`src/rtl/sram_bus_arbiter_pkg.sv`:
```
// Shared definitions for the SRAM bus arbiter slice.
//   state_t : arbiter sequencer states (3-bit encoding)
//   port_t  : requester IDs; PORT_C = core data port, PORT_L = loader
//   DEF_*   : default address/data widths and wait-phase timeout
package core_bus_pkg;

  localparam int unsigned DEF_ADDR_W  = 32;
  localparam int unsigned DEF_DATA_W  = 32;
  localparam int unsigned DEF_TIMEOUT = 255;

  typedef enum logic [2:0] {
    IDLE    = 3'd0,
    WAIT_HI = 3'd1,
    WAIT_LO = 3'd2,
    ERR     = 3'd3,
    DONE    = 3'd4
  } state_t;

  typedef enum logic {
    PORT_C = 1'b0,
    PORT_L = 1'b1
  } port_t;

endpackage

```
`src/rtl/sram_bus_arbiter_if.sv`:
```
// Bundle of the two requester ports and the SRAM handshake port.
//   c_* : core data port (req/we/addr/wdata in; rdata/ack/err out)
//   l_* : loader port, same shape as c_*
//   m_* : SRAM port (start/we/addr/wdata out; rdata/busy in)
//   owner : last/current grant (0 = core, 1 = loader)
// Modport master is the arbiter's view (it masters the SRAM);
// modport slave is the view of the surrounding requesters and memory.
interface sram_bus_arbiter_if
  import core_bus_pkg::*;
#(
  parameter int unsigned ADDR_W = DEF_ADDR_W,
  parameter int unsigned DATA_W = DEF_DATA_W
);
  logic              c_req;
  logic              c_we;
  logic [ADDR_W-1:0] c_addr;
  logic [DATA_W-1:0] c_wdata;
  logic [DATA_W-1:0] c_rdata;
  logic              c_ack;
  logic              c_err;

  logic              l_req;
  logic              l_we;
  logic [ADDR_W-1:0] l_addr;
  logic [DATA_W-1:0] l_wdata;
  logic [DATA_W-1:0] l_rdata;
  logic              l_ack;
  logic              l_err;

  logic              m_start;
  logic              m_we;
  logic [ADDR_W-1:0] m_addr;
  logic [DATA_W-1:0] m_wdata;
  logic [DATA_W-1:0] m_rdata;
  logic              m_busy;

  logic              owner;

  modport master (
    input  c_req, c_we, c_addr, c_wdata,
    output c_rdata, c_ack, c_err,
    input  l_req, l_we, l_addr, l_wdata,
    output l_rdata, l_ack, l_err,
    output m_start, m_we, m_addr, m_wdata,
    input  m_rdata, m_busy,
    output owner
  );

  modport slave (
    output c_req, c_we, c_addr, c_wdata,
    input  c_rdata, c_ack, c_err,
    output l_req, l_we, l_addr, l_wdata,
    input  l_rdata, l_ack, l_err,
    input  m_start, m_we, m_addr, m_wdata,
    output m_rdata, m_busy,
    input  owner
  );

endinterface

```
`src/rtl/sram_bus_arbiter_rr_arb2.sv`:
```
// Two-input round-robin picker, purely combinational.
//   i_req[0] : core request, i_req[1] : loader request
//   i_last   : previous winner (port ID)
//   o_gnt    : winning port ID, meaningful when o_valid
//   o_valid  : at least one request present
module rr_arb2 (
  input  logic [1:0] i_req,
  input  logic       i_last,
  output logic       o_gnt,
  output logic       o_valid
);

  always_comb begin
    o_valid = |i_req;
    // A lone request wins outright; on a tie the port that did not win last time goes.
    o_gnt   = i_req[1];
    if (&i_req) begin
      o_gnt = ~i_last;
    end
  end

endmodule

```
`src/rtl/sram_bus_arbiter.sv`:
```
// Arbitrates the single data SRAM between the core data port and the loader.
// Each access runs start strobe -> busy high -> busy low, then a one-cycle ack
// with read data goes to the winner. A per-phase watchdog converts a hung
// handshake into an error ack.
//   clk, rst : clock, synchronous active-high reset
//   bus      : requester + SRAM bundle (master modport)
module sram_bus_arbiter
  import core_bus_pkg::*;
#(
  parameter int unsigned ADDR_W  = DEF_ADDR_W,
  parameter int unsigned DATA_W  = DEF_DATA_W,
  parameter int unsigned TIMEOUT = DEF_TIMEOUT
) (
  input  logic               clk,
  input  logic               rst,
  sram_bus_arbiter_if.master bus
);

  localparam int unsigned       CNT_W   = $clog2(TIMEOUT + 1);
  localparam logic [CNT_W-1:0]  CNT_MAX = CNT_W'(TIMEOUT);

  state_t            r_state;
  logic [CNT_W-1:0]  r_cnt;
  logic              r_owner;
  logic              r_start;
  logic              r_m_we;
  logic [ADDR_W-1:0] r_m_addr;
  logic [DATA_W-1:0] r_m_wdata;
  logic [DATA_W-1:0] r_c_rdata;
  logic [DATA_W-1:0] r_l_rdata;
  logic              r_c_ack;
  logic              r_c_err;
  logic              r_l_ack;
  logic              r_l_err;

  logic              w_gnt;
  logic              w_valid;
  logic              w_cnt_max;

  rr_arb2 u_arb (
    .i_req   ({bus.l_req, bus.c_req}),
    .i_last  (r_owner),
    .o_gnt   (w_gnt),
    .o_valid (w_valid)
  );

  // Counter saturates at TIMEOUT: the phase times out instead of incrementing past it.
  assign w_cnt_max = (r_cnt == CNT_MAX);

  always_ff @(posedge clk) begin
    if (rst) begin
      r_state   <= IDLE;
      r_cnt     <= '0;
      r_owner   <= PORT_L;
      r_start   <= 1'b0;
      r_m_we    <= 1'b0;
      r_m_addr  <= '0;
      r_m_wdata <= '0;
      r_c_rdata <= '0;
      r_l_rdata <= '0;
      r_c_ack   <= 1'b0;
      r_c_err   <= 1'b0;
      r_l_ack   <= 1'b0;
      r_l_err   <= 1'b0;
    end else begin
      case (r_state)
        IDLE: begin
          if (w_valid && !bus.m_busy) begin
            r_m_addr  <= w_gnt ? bus.l_addr  : bus.c_addr;
            r_m_we    <= w_gnt ? bus.l_we    : bus.c_we;
            r_m_wdata <= w_gnt ? bus.l_wdata : bus.c_wdata;
            r_start   <= 1'b1;
            r_owner   <= w_gnt;
            r_cnt     <= '0;
            r_state   <= WAIT_HI;
          end
        end
        WAIT_HI: begin
          r_start <= 1'b0;
          if (bus.m_busy) begin
            r_cnt   <= '0;
            r_state <= WAIT_LO;
          end else if (w_cnt_max) begin
            r_state <= ERR;
          end else begin
            r_cnt <= r_cnt + CNT_W'(1);
          end
        end
        WAIT_LO: begin
          if (!bus.m_busy) begin
            if (r_owner == PORT_L) begin
              r_l_rdata <= bus.m_rdata;
              r_l_ack   <= 1'b1;
              r_l_err   <= 1'b0;
            end else begin
              r_c_rdata <= bus.m_rdata;
              r_c_ack   <= 1'b1;
              r_c_err   <= 1'b0;
            end
            r_state <= DONE;
          end else if (w_cnt_max) begin
            r_state <= ERR;
          end else begin
            r_cnt <= r_cnt + CNT_W'(1);
          end
        end
        ERR: begin
          if (r_owner == PORT_L) begin
            r_l_rdata <= '0;
            r_l_ack   <= 1'b1;
            r_l_err   <= 1'b1;
          end else begin
            r_c_rdata <= '0;
            r_c_ack   <= 1'b1;
            r_c_err   <= 1'b1;
          end
          r_state <= DONE;
        end
        DONE: begin
          r_c_ack <= 1'b0;
          r_c_err <= 1'b0;
          r_l_ack <= 1'b0;
          r_l_err <= 1'b0;
          r_state <= IDLE;
        end
        default: r_state <= IDLE;
      endcase
    end
  end

  assign bus.c_rdata = r_c_rdata;
  assign bus.c_ack   = r_c_ack;
  assign bus.c_err   = r_c_err;
  assign bus.l_rdata = r_l_rdata;
  assign bus.l_ack   = r_l_ack;
  assign bus.l_err   = r_l_err;
  assign bus.m_start = r_start;
  assign bus.m_we    = r_m_we;
  assign bus.m_addr  = r_m_addr;
  assign bus.m_wdata = r_m_wdata;
  assign bus.owner   = r_owner;

endmodule

```
`src/flat_wrapper.sv`:
```
// flat-port wrapper written by rule: the top's interface ports become plain ports
module sram_bus_arbiter_flat import core_bus_pkg::*;
#(
  parameter int unsigned ADDR_W  = DEF_ADDR_W,
  parameter int unsigned DATA_W  = DEF_DATA_W,
  parameter int unsigned TIMEOUT = DEF_TIMEOUT
)
  (clk, rst, bus_c_req, bus_c_we, bus_c_addr, bus_c_wdata, bus_c_rdata, bus_c_ack, bus_c_err, bus_l_req, bus_l_we, bus_l_addr, bus_l_wdata, bus_l_rdata, bus_l_ack, bus_l_err, bus_m_start, bus_m_we, bus_m_addr, bus_m_wdata, bus_m_rdata, bus_m_busy, bus_owner);
  sram_bus_arbiter_if #(.ADDR_W(ADDR_W), .DATA_W(DATA_W)) bus_i ();
  input  logic clk;
  input  logic rst;
  input wire logic [$bits(bus_i.c_req)-1:0] bus_c_req;
  input wire logic [$bits(bus_i.c_we)-1:0] bus_c_we;
  input wire logic [$bits(bus_i.c_addr)-1:0] bus_c_addr;
  input wire logic [$bits(bus_i.c_wdata)-1:0] bus_c_wdata;
  output wire logic [$bits(bus_i.c_rdata)-1:0] bus_c_rdata;
  output wire logic [$bits(bus_i.c_ack)-1:0] bus_c_ack;
  output wire logic [$bits(bus_i.c_err)-1:0] bus_c_err;
  input wire logic [$bits(bus_i.l_req)-1:0] bus_l_req;
  input wire logic [$bits(bus_i.l_we)-1:0] bus_l_we;
  input wire logic [$bits(bus_i.l_addr)-1:0] bus_l_addr;
  input wire logic [$bits(bus_i.l_wdata)-1:0] bus_l_wdata;
  output wire logic [$bits(bus_i.l_rdata)-1:0] bus_l_rdata;
  output wire logic [$bits(bus_i.l_ack)-1:0] bus_l_ack;
  output wire logic [$bits(bus_i.l_err)-1:0] bus_l_err;
  output wire logic [$bits(bus_i.m_start)-1:0] bus_m_start;
  output wire logic [$bits(bus_i.m_we)-1:0] bus_m_we;
  output wire logic [$bits(bus_i.m_addr)-1:0] bus_m_addr;
  output wire logic [$bits(bus_i.m_wdata)-1:0] bus_m_wdata;
  input wire logic [$bits(bus_i.m_rdata)-1:0] bus_m_rdata;
  input wire logic [$bits(bus_i.m_busy)-1:0] bus_m_busy;
  output wire logic [$bits(bus_i.owner)-1:0] bus_owner;
  assign bus_i.c_req = bus_c_req;
  assign bus_i.c_we = bus_c_we;
  assign bus_i.c_addr = bus_c_addr;
  assign bus_i.c_wdata = bus_c_wdata;
  assign bus_c_rdata = bus_i.c_rdata;
  assign bus_c_ack = bus_i.c_ack;
  assign bus_c_err = bus_i.c_err;
  assign bus_i.l_req = bus_l_req;
  assign bus_i.l_we = bus_l_we;
  assign bus_i.l_addr = bus_l_addr;
  assign bus_i.l_wdata = bus_l_wdata;
  assign bus_l_rdata = bus_i.l_rdata;
  assign bus_l_ack = bus_i.l_ack;
  assign bus_l_err = bus_i.l_err;
  assign bus_m_start = bus_i.m_start;
  assign bus_m_we = bus_i.m_we;
  assign bus_m_addr = bus_i.m_addr;
  assign bus_m_wdata = bus_i.m_wdata;
  assign bus_i.m_rdata = bus_m_rdata;
  assign bus_i.m_busy = bus_m_busy;
  assign bus_owner = bus_i.owner;
  sram_bus_arbiter #(.ADDR_W(ADDR_W), .DATA_W(DATA_W), .TIMEOUT(TIMEOUT)) u_core (.clk(clk), .rst(rst), .bus(bus_i));
endmodule
```
`config.mk`:
```
export PLATFORM = sky130hd
export DESIGN_NAME = sram_bus_arbiter_flat
export DESIGN_NICKNAME = d
export VERILOG_FILES = /design/src/rtl/sram_bus_arbiter_pkg.sv /design/src/rtl/sram_bus_arbiter_if.sv /design/src/rtl/sram_bus_arbiter_rr_arb2.sv /design/src/rtl/sram_bus_arbiter.sv /design/src/flat_wrapper.sv
export SDC_FILE = /design/constraint.sdc
export NUM_CORES = 1
export LEC_CHECK = 0
export ABC_AREA = 1
export BUFFER_PORTS_ARGS = -buffer_cell sky130_fd_sc_hd__buf_2
export CORE_ASPECT_RATIO = 1.2
export CORE_MARGIN = 1
export CORE_UTILIZATION = 31
export CTS_CLUSTER_SIZE = 24
export DETAILED_ROUTE_END_ITERATION = 12
export SLEW_MARGIN = 20
export SYNTH_ARGS = -nofsm -noshare
export SYNTH_HDL_FRONTEND = slang
export SYNTH_SLANG_ARGS = --single-unit
```
`constraint.sdc`:
```
create_clock -name clk -period 2 [get_ports clk]
set_input_delay 0.4 -clock clk [delete_from_list [all_inputs] [get_ports clk]]
set_output_delay 0.4 -clock clk [all_outputs]
set_load 0.05 [all_outputs]
```
# --- Word-level counts from Yosys, hierarchy flattened ---
# Index checks and enable logic that the tools add are counted.
totals:
  ff_bits: 146
  wordCells: 82
classes:
  add_sub_neg: 1
  eq_ne: 12
  muxes: 38
  bitwise: 1
  reduce_logical: 17
ops:
  columns: ["operator", "count"]
  rows:
  - ["32-bit two-way mux", 8]
  - ["32-bit case mux with 2 select lines", 2]
  - ["8-bit two-way mux", 4]
  - ["8-bit case mux with 3 select lines", 1]
  - ["4-bit AND reduction", 4]
  - ["1-bit two-way mux", 13]
  - ["3-bit two-way mux", 4]
  - ["1-bit case mux with 3 select lines", 4]
  - ["3-bit case mux with 4 select lines", 1]
  - ["8-bit by 1-bit adder with 8-bit output, second input constant", 1]
  - ["8-bit equality test, second input constant", 1]
  - ["2-bit != test, second input constant", 4]
  - ["2-bit AND reduction", 4]
  - ["3-bit by 2-bit equality test with 1-bit output, second input constant", 2]
  - ["2-bit by 1-bit != test with 1-bit output, second input constant", 3]
  - ["3-bit nonzero test", 2]
  - ["2-bit nonzero test", 2]
  - ["3-bit by 1-bit equality test with 1-bit output, second input constant", 1]
  - ["3-bit equality test, second input constant", 1]
  - ["3-bit zero test", 1]
  - ["3-bit AND reduction", 1]
  - ["1-bit case mux with 2 select lines", 1]
  - ["2-bit OR reduction", 1]
  - ["1-bit logical AND", 1]
  - ["2 further kinds", 2]

# --- Longest topological paths before layout ---
# Gate-level depths: netlist (run 1).
depth:
  depth_word: 4
  mapped_depth: 10

# --- Cells and area by module ---
# From an unflattened synthesis (run 1), not the netlist that was laid out.
hier_totals:
  cells_unflattened: 766
  area_unflattened_um2: 6221.0
by_module_without_submodules:
  columns: ["module", "instances", "cells_per_inst", "area_each_um2"]
  rows:
  - ["sram_bus_arbiter", 1, 763, 6206.0]
  - ["rr_arb2", 1, 3, 15.0]

# --- Worst setup path before layout (run 1) ---
# No wires, ideal clock.
synth_timing:
  kind: "reg2reg"
  from: "register u_core.r_owner, in the netlist u_core.bus.owner"
  to: "register u_core.r_l_rdata[16], in the netlist u_core.bus.l_rdata[16]"
  t_arrival_ns: 1.588
  slack_ns: 0.296
  stages_incl_launch_ff: 9
  period_less_slack_ns: 1.704
  path_cell_list: "dfxtp_1 -> inv_1 -> nor2_1 -> inv_1 -> nor2_4 -> inv_1 -> buf_2 -> o21ai_0 -> nor2_1"
synth_between:
  elab_chain_len: 2
synth_rtl:
  columns: ["element", "line", "text"]
  rows:
  - ["start, declared", "sram_bus_arbiter.sv:24", "logic r_owner;"]
  - ["start signal, assigned", "sram_bus_arbiter.sv:73", "r_owner <= w_gnt;"]
  - ["2-bit by 1-bit != test with 1-bit output (no line)", null, null]
  - ["4-bit AND reduction (no line) (*)", null, null]
  - ["end signal, assigned", "sram_bus_arbiter.sv:92", "r_l_rdata <= bus.m_rdata;"]
  - ["end, declared", "sram_bus_arbiter.sv:30", "logic [DATA_W-1:0] r_l_rdata;"]
# Every way passes the cells marked *; elsewhere a longest branch is shown, timed or not.
# A chain may end at the register's enable or synchronous reset.

# --- Worst setup path after layout (run 1) ---
layout_timing:
  from: "register u_core.r_state[1]"
  to: "register u_core.r_c_rdata[12], in the netlist u_core.bus.c_rdata[12]"
layout_between:
  elab_chain_len: 3
layout_rtl:
  columns: ["element", "line", "text"]
  rows:
  - ["start, declared", "sram_bus_arbiter.sv:22", "state_t r_state;"]
  - ["start signal, assigned", "sram_bus_arbiter.sv:52", "r_state <= IDLE;"]
  - ["start signal, assigned", "sram_bus_arbiter.sv:75", "r_state <= WAIT_HI;"]
  - ["start signal, assigned", "sram_bus_arbiter.sv:82", "r_state <= WAIT_LO;"]
  - ["3-bit by 2-bit equality test with 1-bit output", "sram_bus_arbiter.sv:66", "case (r_state)"]
  - ["2-bit != test (no line) / 2-bit nonzero test (equally long branches)", null, null]
  - ["4-bit AND reduction (no line)", null, null]
  - ["end signal, assigned", "sram_bus_arbiter.sv:96", "r_c_rdata <= bus.m_rdata;"]
  - ["end, declared", "sram_bus_arbiter.sv:29", "logic [DATA_W-1:0] r_c_rdata;"]
# Several ways; a longest one is shown, not always the timed one.

==> metrics.csv, run 1 <==
metric,value,unit
initial antenna violation count,0,
Worst Setup Start Kind,register,
Util after Layout,44.11,%
status,completed,
Post-DP HPWL,14.09,mm
top-count cell post-synth,nor2_1,
wire length of the first global-routing pass,32.06,mm
Area after DPL,7796,µm²
Via-to-Cell Ratio,4.763,
hold depth,3,
GRT Resource Usage Total,20.55,%
Initial Utilization,31.90,%
drt pass-1 iters,5,
Post-Synthesis Cells,853,
fraction of registers with async set/reset,0,%
WHS Endpoint,u_core.bus.m_wdata[11]$_SDFFE_PP0P_,
HP Start,bus_l_wdata[11],
IO buf count,301,
number of diodes,0,
Max Slew Vio Count,0,
Post-Syn Area,6058,µm²
Worst R2R Path Depth,8,
"EDFF count, synth",0,
RSZ-0062 raised after global routing,no,
Post-Syn Nets,1021,
largest net degree at the start of global routing,68,
Yosys top cell area share,48.24,%
Final Hold Viols,0,
CORE AREA,18990,µm²
"Reg clk slew, reported paths",0.07,ns
Power Dens Cells,996.0,nW/µm²
Post-CTS Hold Buffers,0,
Worst slew margin,56.99,%
Nets,1298,
Finished Cell Area,8378,µm²
later-pin clock latency in the skew report,0.42,ns
vias in the first global route,6333,
"flops & latches, synth",146,
H-tree levels,4,
post-synthesis sequential area ratio,48.24,%
DRT iter0 DRCs,298,
CTS root buf,clkbuf_16,
TritonCTS Buffers,17,
Fmax,591.4,MHz
capturing element type of the critical path,register,
Crit Path Class,register to register,
P&R area growth vs syn,38.29,%
period utilization,84.55,%
"Min Clock Period, post-route",1.691,ns
layout cells sized above 1,31.93,%
Die X,129.6,µm
antenna-violating nets left,0,
Reg2Reg Launch Point,u_core.r_state[1]$_SDFFE_PP0P_,
routed vias,6664,
Max IR drop VDD,0.5115,mV
Crit path arrival time,2.05,ns
final setup violation count,0,
Clock Skew,0.007070,ns
die height,155.1,µm
Max Cap Viol,0,
hold crit path type,input port to register,
post_cts resized,0,
IO Count,302,
clk sinks,146,
crit path max fanout,32,
YS warnings,0,
Die ar.,20110,µm²
Crit. Startpoint,u_core.r_state[1]$_SDFFE_PP0P_,
TritonCTS clock tree,built,
GRT Residual Overflow,0,
Cell variety after synth,23,
DRC viols,0,
Clock Tree Buf Depth,2,
r2r setup slk,0.31,ns
required time of the critical path,2.36,ns
"Top FF cell, synth",dfxtp_1,
Slew @ Worst Pin,0.6451,ns
RePlAce Congestion,0.8179,
reg2reg end,u_core.bus.c_rdata[12]$_SDFFE_PP0P_,
Syn Area/Cell,7.102,µm²
Rows,55,
routed length per instance,14.68,µm
static leakage,4.221,nW
setup repair bufs after CTS,0,
Synth top cells by count,"nor2_1 (183), dfxtp_1 (146), a21oi_1 (142), o21ai_0 (127), nand2_1 (108)",
cell taking the most area after synthesis,dfxtp_1,
setup TNS,0,ns
final WL,20.54,mm
synth top area cells,"dfxtp_1 (48%), a21oi_1 (12%), nor2_1 (11%)",
-- stage by stage --
| stage | hold slack (ns) | worst slack [ns] | instances | power (mW) |
|---|---|---|---|---|
| after floorplan | 0.4542 | 0.2962 | 853 | 4.633 |
| after global placement | 0.4424 | 0.3020 | 1367 | 5.225 |
| after detailed placement | 0.4452 | 0.2415 | 1367 | 5.231 |
| after CTS | 0.1991 | 0.2798 | 1399 | 8.433 |
| after global routing | 0.2140 | 0.1124 | 1399 | 8.748 |
| final | 0.2241 | 0.3090 | 1399 | 8.345 |
-- worst max-delay path, cell delays in order (launching register included) --
cell,delay (ns)
dfxtp_1,0.41
nand2_2,0.11
nor2_2,0.12
nand2_2,0.11
nand2_2,0.12
nor2_4,0.04
inv_2,0.44
o21ai_0,0.17
nor2_1,0.11
-- where the power goes --
part | switching (mW) | total, mW | internal, mW
combinational | 1.41 | 1.92 | 0.513
clock | 1.39 | 3.18 | 1.78
sequential | 0.115 | 3.25 | 3.13
-- layer usage --
layer / share of wire (%) / track usage, % / vias up / wire length, µm
met1: 42 / 23.48 / 3033 / 8541
met2: 49 / 35.70 / 262 / 9971
met3: 7.9 / 6.602 / 30 / 1619
met4: 2.0 / 6.921 / 0 / 406
met5: 0 / 0 / - / 0
li1: - / - / 3339 / -
-- kinds of logic (layout without fill, tap and decap cells) --
logic type               Yosys count  in the layout  synth area share (%)
AO/OA/AOI/OAI                    276            276                 22.88
adder cells (fa/ha/maj)            1              1                0.2065
buffers and inverters            115            405                 8.158
flip-flops                       146            146                 48.24
AND/OR/NAND/NOR                  315            315                 20.51
-- how the worst max path moves through the flow --
stage | endpoint | slack [ns] | depth (start not counted)
after floorplan | u_core.bus.l_rdata[16]$_SDFFE_PP0P_ | 0.30 | 8
after global placement | u_core.bus.m_wdata[28]$_SDFFE_PP0P_ | 0.30 | 7
after detailed placement | u_core.bus.m_wdata[21]$_SDFFE_PP0P_ | 0.24 | 7
after CTS | u_core.bus.c_rdata[12]$_SDFFE_PP0P_ | 0.28 | 8
after global routing | u_core.bus.l_rdata[27]$_SDFFE_PP0P_ | 0.11 | 10
final | u_core.bus.c_rdata[12]$_SDFFE_PP0P_ | 0.31 | 8
-- sequential cells by signal, summed over array words and instances, names as in the netlist --
signal and flops:
u_core.bus.owner 1, u_core.bus.c_err 1, u_core.bus.m_start 1, u_core.bus.l_ack 1
u_core.bus.m_addr 32, u_core.bus.m_we 1, u_core.bus.c_ack 1, u_core.bus.c_rdata 32
u_core.bus.l_err 1, u_core.bus.l_rdata 32, u_core.bus.m_wdata 32, u_core.r_cnt 8
u_core.r_state 3
-- layout by cell type, fill, tap and decap left out --
master	Yosys	final
buf_2	20	301
clkbuf_8	0	1
a22oi_1	1	1
nand3b_1	2	2
ha_1	1	1
nor3_1	1	1
inv_8	0	1
inv_2	3	4
nor2_1	183	183
inv_6	0	6
nor2_2	4	3
buf_12	0	5
nand2_2	3	4
inv_1	52	50
nand2_1	108	107
clkbuf_16	0	17
o21ai_0	127	127
dfxtp_1	146	146
o211ai_1	1	1
clkinv_2	0	1
buf_4	2	12
a21oi_1	142	142
nor2_4	2	3
clkinv_4	0	3
nand4_1	3	3
clkinvlp_4	0	3
nand3_1	9	9
o21ai_1	5	5
bufinv_16	0	1
-- area by class of cell --
class	count	area [µm²]
Fill cell	2027	10620
Sequential cell	146	2923
Multi-Input combinational cell	592	2649
Timing Repair Buffer	318	1697
Clock buffer	18	439.2
Tap cell	256	320.3
Inverter	55	207.7
Clock inverter	14	142.6
(Power assumes the default switching activity.)
==> inputs of run 2 (changes only) <==
- ABC_AREA: 1 -> 0
- clock period: 2 -> 1.54 ns (I/O delays scaled with it)
==> run 2 against run 1 <==
The flow now finishes with violations (setup timing). Sequential cell count unchanged. Utilization up 4.1 points. Count of clock-buffer cells in the layout up 2.
==> metrics.csv, run 2 <==
metric,value,unit,change
status,"finished, violations left",,
failing checks,setup timing,,
Rows,55,,unchanged
Die X,129.7,µm,about the same
largest net degree at the start of global routing,66,,-2.9%
HP Start,bus_m_rdata[8],,
static leakage,4.018,nW,-4.8%
peak per-stage delay on the critical path,0.35,ns,-0.09 ns
number of diodes,0,,unchanged
clk sinks,146,,unchanged
Clock Tree Buf Depth,2,,unchanged
final WL,18.89,mm,-8.0%
Synth top cells by count,"dfxtp_1 (146), nand2_1 (72), nor2_1 (71), a211oi_1 (70), nand3_1 (70)",,
later-pin clock latency in the skew report,0.41,ns,about the same
most frequent cells in the layout,"buf_2 (299), dfxtp_1 (141), nor2_1 (71), nand2_1 (71), mux2i_1 (66)",,
DRT iter0 DRCs,231,,-22%
RSZ-0062 raised after global routing,yes,,
IO buf count,301,,unchanged
IO Count,302,,unchanged
DRC viols,0,,unchanged
Syn Area/Cell,8.780,µm²,+24%
worst setup path endpoint,u_core.bus.c_rdata[2]$_SDFFE_PP0P_,,
Via-to-Cell Ratio,4.771,,+0.16%
synth top area cells,"dfxtp_1 (48%), mux2i_1 (11%), a211oi_1 (8.7%)",,
routed vias,6088,,-8.6%
period utilization,105.1,%,+21 points
Worst slew margin,74.33,%,+17 points
Cell variety after synth,42,,+83%
TritonCTS clock tree,built,,
"flops & latches, synth",146,,unchanged
Initial Utilization,31.94,%,+0.046 points
GR Layer Usage met3,5.055,%,-1.5 points
GRT Residual Overflow,0,,unchanged
cell mode on critical path,buf_6,,
Crit Path Class,register to register,,
fraction of registers with async set/reset,0,%,unchanged
r2r setup slk,-0.08,ns,-0.39 ns
setup TNS,-1.409,ns,-1.409 ns
top-count cell post-synth,dfxtp_1,,
slowest CP cell,dfxtp_4,,
antenna-violating nets left,0,,unchanged
Max Cap Viol,0,,unchanged
RePlAce Congestion,0.8124,,-0.67%
met2 Use GR,30.30,%,-5.4 points
Yosys top cell area share,48.17,%,-0.070 points
Power Dens Cells,1091,nW/µm²,+9.6%
Clock Skew,0.01005,ns,+0.002981 ns
Worst Setup Start Kind,register,,
routed length per instance,14.80,µm,+0.84%
Max IR drop VDD,0.6606,mV,+29%
die height,155.3,µm,about the same
"delay-heaviest family, CP",buffers and inverters,,
vias in the first global route,5533,,-13%
hold crit path type,input port to register,,
CTS root buf,clkbuf_16,,
Post-Syn Area,6067,µm²,+0.14%
Worst Path Buf+Inv,4,,+3
Worst R2R Path Depth,8,,unchanged
TritonCTS Buffers,17,,unchanged
YS warnings,0,,unchanged
Crit. Startpoint,u_core.r_state[2]$_SDFFE_PP0P_,,
layout cells sized above 1,43.43,%,+11 points
reg2reg end,u_core.bus.c_rdata[2]$_SDFFE_PP0P_,,
Fmax,617.8,MHz,+4.5%
crit path max fanout,8,,-75%
Post-Synthesis Cells,691,,-19%
drt pass-1 iters,5,,unchanged
Seq pwr share,40.6,%,+1.7 points
Reg2Reg Launch Point,u_core.r_state[2]$_SDFFE_PP0P_,,
post-synthesis sequential area ratio,48.17,%,-0.070 points
H-tree levels,4,,unchanged
"EDFF count, synth",0,,unchanged
gr busiest metal,met2,,
Post-DP HPWL,13.16,mm,-6.6%
GRT Resource Usage Total,17.64,%,-2.9 points
initial antenna violation count,0,,unchanged
Net Sw Frac,30.68,%,-4.3 points
"Reg clk slew, reported paths",0.06,ns,about the same
Nets,1175,,-9.5%
met1 Use GR,20.90,%,-2.6 points
final setup violation count,34,,+34
total chip power,9.992,mW,+20%
final setup margin,-0.07864,ns,-0.3877 ns
Final Hold Viols,0,,unchanged
Slew @ Worst Pin,0.3851,ns,-0.2600 ns
Psw,3.065,mW,+5.1%
CORE AREA,18990,µm²,unchanged
P&R area growth vs syn,50.92,%,
Max Slew Vio Count,0,,unchanged
"Cell Chain, Critical Path",buf_6 > or2b_1 > buf_6 > nor3_4 > buf_6 > clkbuf_16 > nand3_1 > a21oi_2,,
wire length of the first global-routing pass,27.52,mm,-14%
Worst path depth,8,,unchanged
capturing element type of the critical path,register,,
clock share of power,39.5,%,+1.4 points
required time of the critical path,1.89,ns,-0.47 ns
Crit path arrival time,1.97,ns,-0.08 ns
"Top FF cell, synth",dfxtp_1,,
Die ar.,20140,µm²,+0.14%
cell taking the most area after synthesis,dfxtp_1,,
"Min Clock Period, post-route",1.619,ns,-0.07234 ns
Internal Power,6.927,mW,+28%
"commonest non-fill, non-tap cell in the layout",buf_2,,
Gate power share,19.9,%,-3.1 points
Post-Syn Nets,859,,-16%
## run 2: cell types whose count changed in the layout (fill, tap and decap cells not counted), sizes merged, moves of 5 or more
cell,previous run,this run
nor3,1,7
a211oi,0,70
clkbuf,18,25
a21oi,142,68
mux2i,0,66
o21ai,132,6
nor2b,0,5
nand3,9,70
nor2,189,71
buf,318,358
inv,61,4
nand2,111,72
## run 2: layer usage
metal / vias up / share of wire [%]
li1: 3096 / -
met1: 2732 / 43
met2: 250 / 49
met3: 10 / 7.2
met4: 0 / 1.0
met5: - / 0
## run 2: layout make-up
cell class	count	area, µm²
fillers	1888	9837
multi-input cells	479	3088
flip-flops and latches	146	2937
repair buffers	363	2250
clock buffers	20	436.7
well taps	256	320.3
clock inverters	12	125.1
## run 2: how the worst min path moves through the flow
stage	end	slack, ns	cells past startpoint
final	u_core.bus.c_rdata[8]$_SDFFE_PP0P_	0.15	3
after global routing	u_core.bus.c_rdata[12]$_SDFFE_PP0P_	0.13	3
after CTS	u_core.bus.c_rdata[31]$_SDFFE_PP0P_	0.13	3
after detailed placement	u_core.bus.c_rdata[19]$_SDFFE_PP0P_	0.44	2
after global placement	u_core.bus.c_rdata[11]$_SDFFE_PP0P_	0.44	2
after floorplan	u_core.bus.c_rdata[0]$_SDFFE_PP0P_	0.46	2
## run 2: power groups by stage
| stage | logic [mW] | clock network [mW] | registers, mW |
|---|---|---|---|
| 3_5_place_dp | 1.93 | 0 | 4.14 |
| 3_3_place_gp | 1.91 | 0 | 4.14 |
| 4_1_cts | 1.96 | 4.05 | 4.06 |
| 6_report | 1.98 | 3.95 | 4.06 |
| 5_1_grt | 2.12 | 4.24 | 4.08 |
| 2_1_floorplan | 0.635 | 0 | 4.75 |
## run 2: stage by stage
stage               setup slack [ns]  std cells  utilization [%]  cell area [µm²]  hold slack, ns
floorplan                   -0.04774        691                -             6172          0.4555
global placement            -0.07166       1235            43.32             8228          0.4379
detailed placement           -0.1321       1235            43.32             8228          0.4430
CTS                         -0.02458       1270            46.67             8865          0.1341
global route                 -0.1744       1276            48.21             9156          0.1318
finish                      -0.07864       1276            48.21             9156          0.1469
## run 2: worst reg2reg max path, cell delays in order (launching register included)
cell,delay (ns)
dfxtp_4,0.35
buf_6,0.13
or2b_1,0.25
buf_6,0.13
nor3_4,0.14
buf_6,0.16
clkbuf_16,0.17
nand3_1,0.11
a21oi_2,0.13
## run 2: what timing repair did
action,4_1_cts,5_1_grt
hold buffers,0,0
setup buffers,3,2
endpoints found under the setup margin,103,136
gates cloned,0,4
pin swaps,2,4
gates resized for setup,6,42
## run 2: kinds of logic after synthesis
kind of cell	count (synthesis)	synth area share, %
AND/OR/NAND/NOR	249	18.64
AO/OA/AOI/OAI	163	17.20
buffers and inverters	66	4.888
flip-flops	146	48.17
adder cells (fa/ha/maj)	1	0.2062
multiplexers	66	10.89
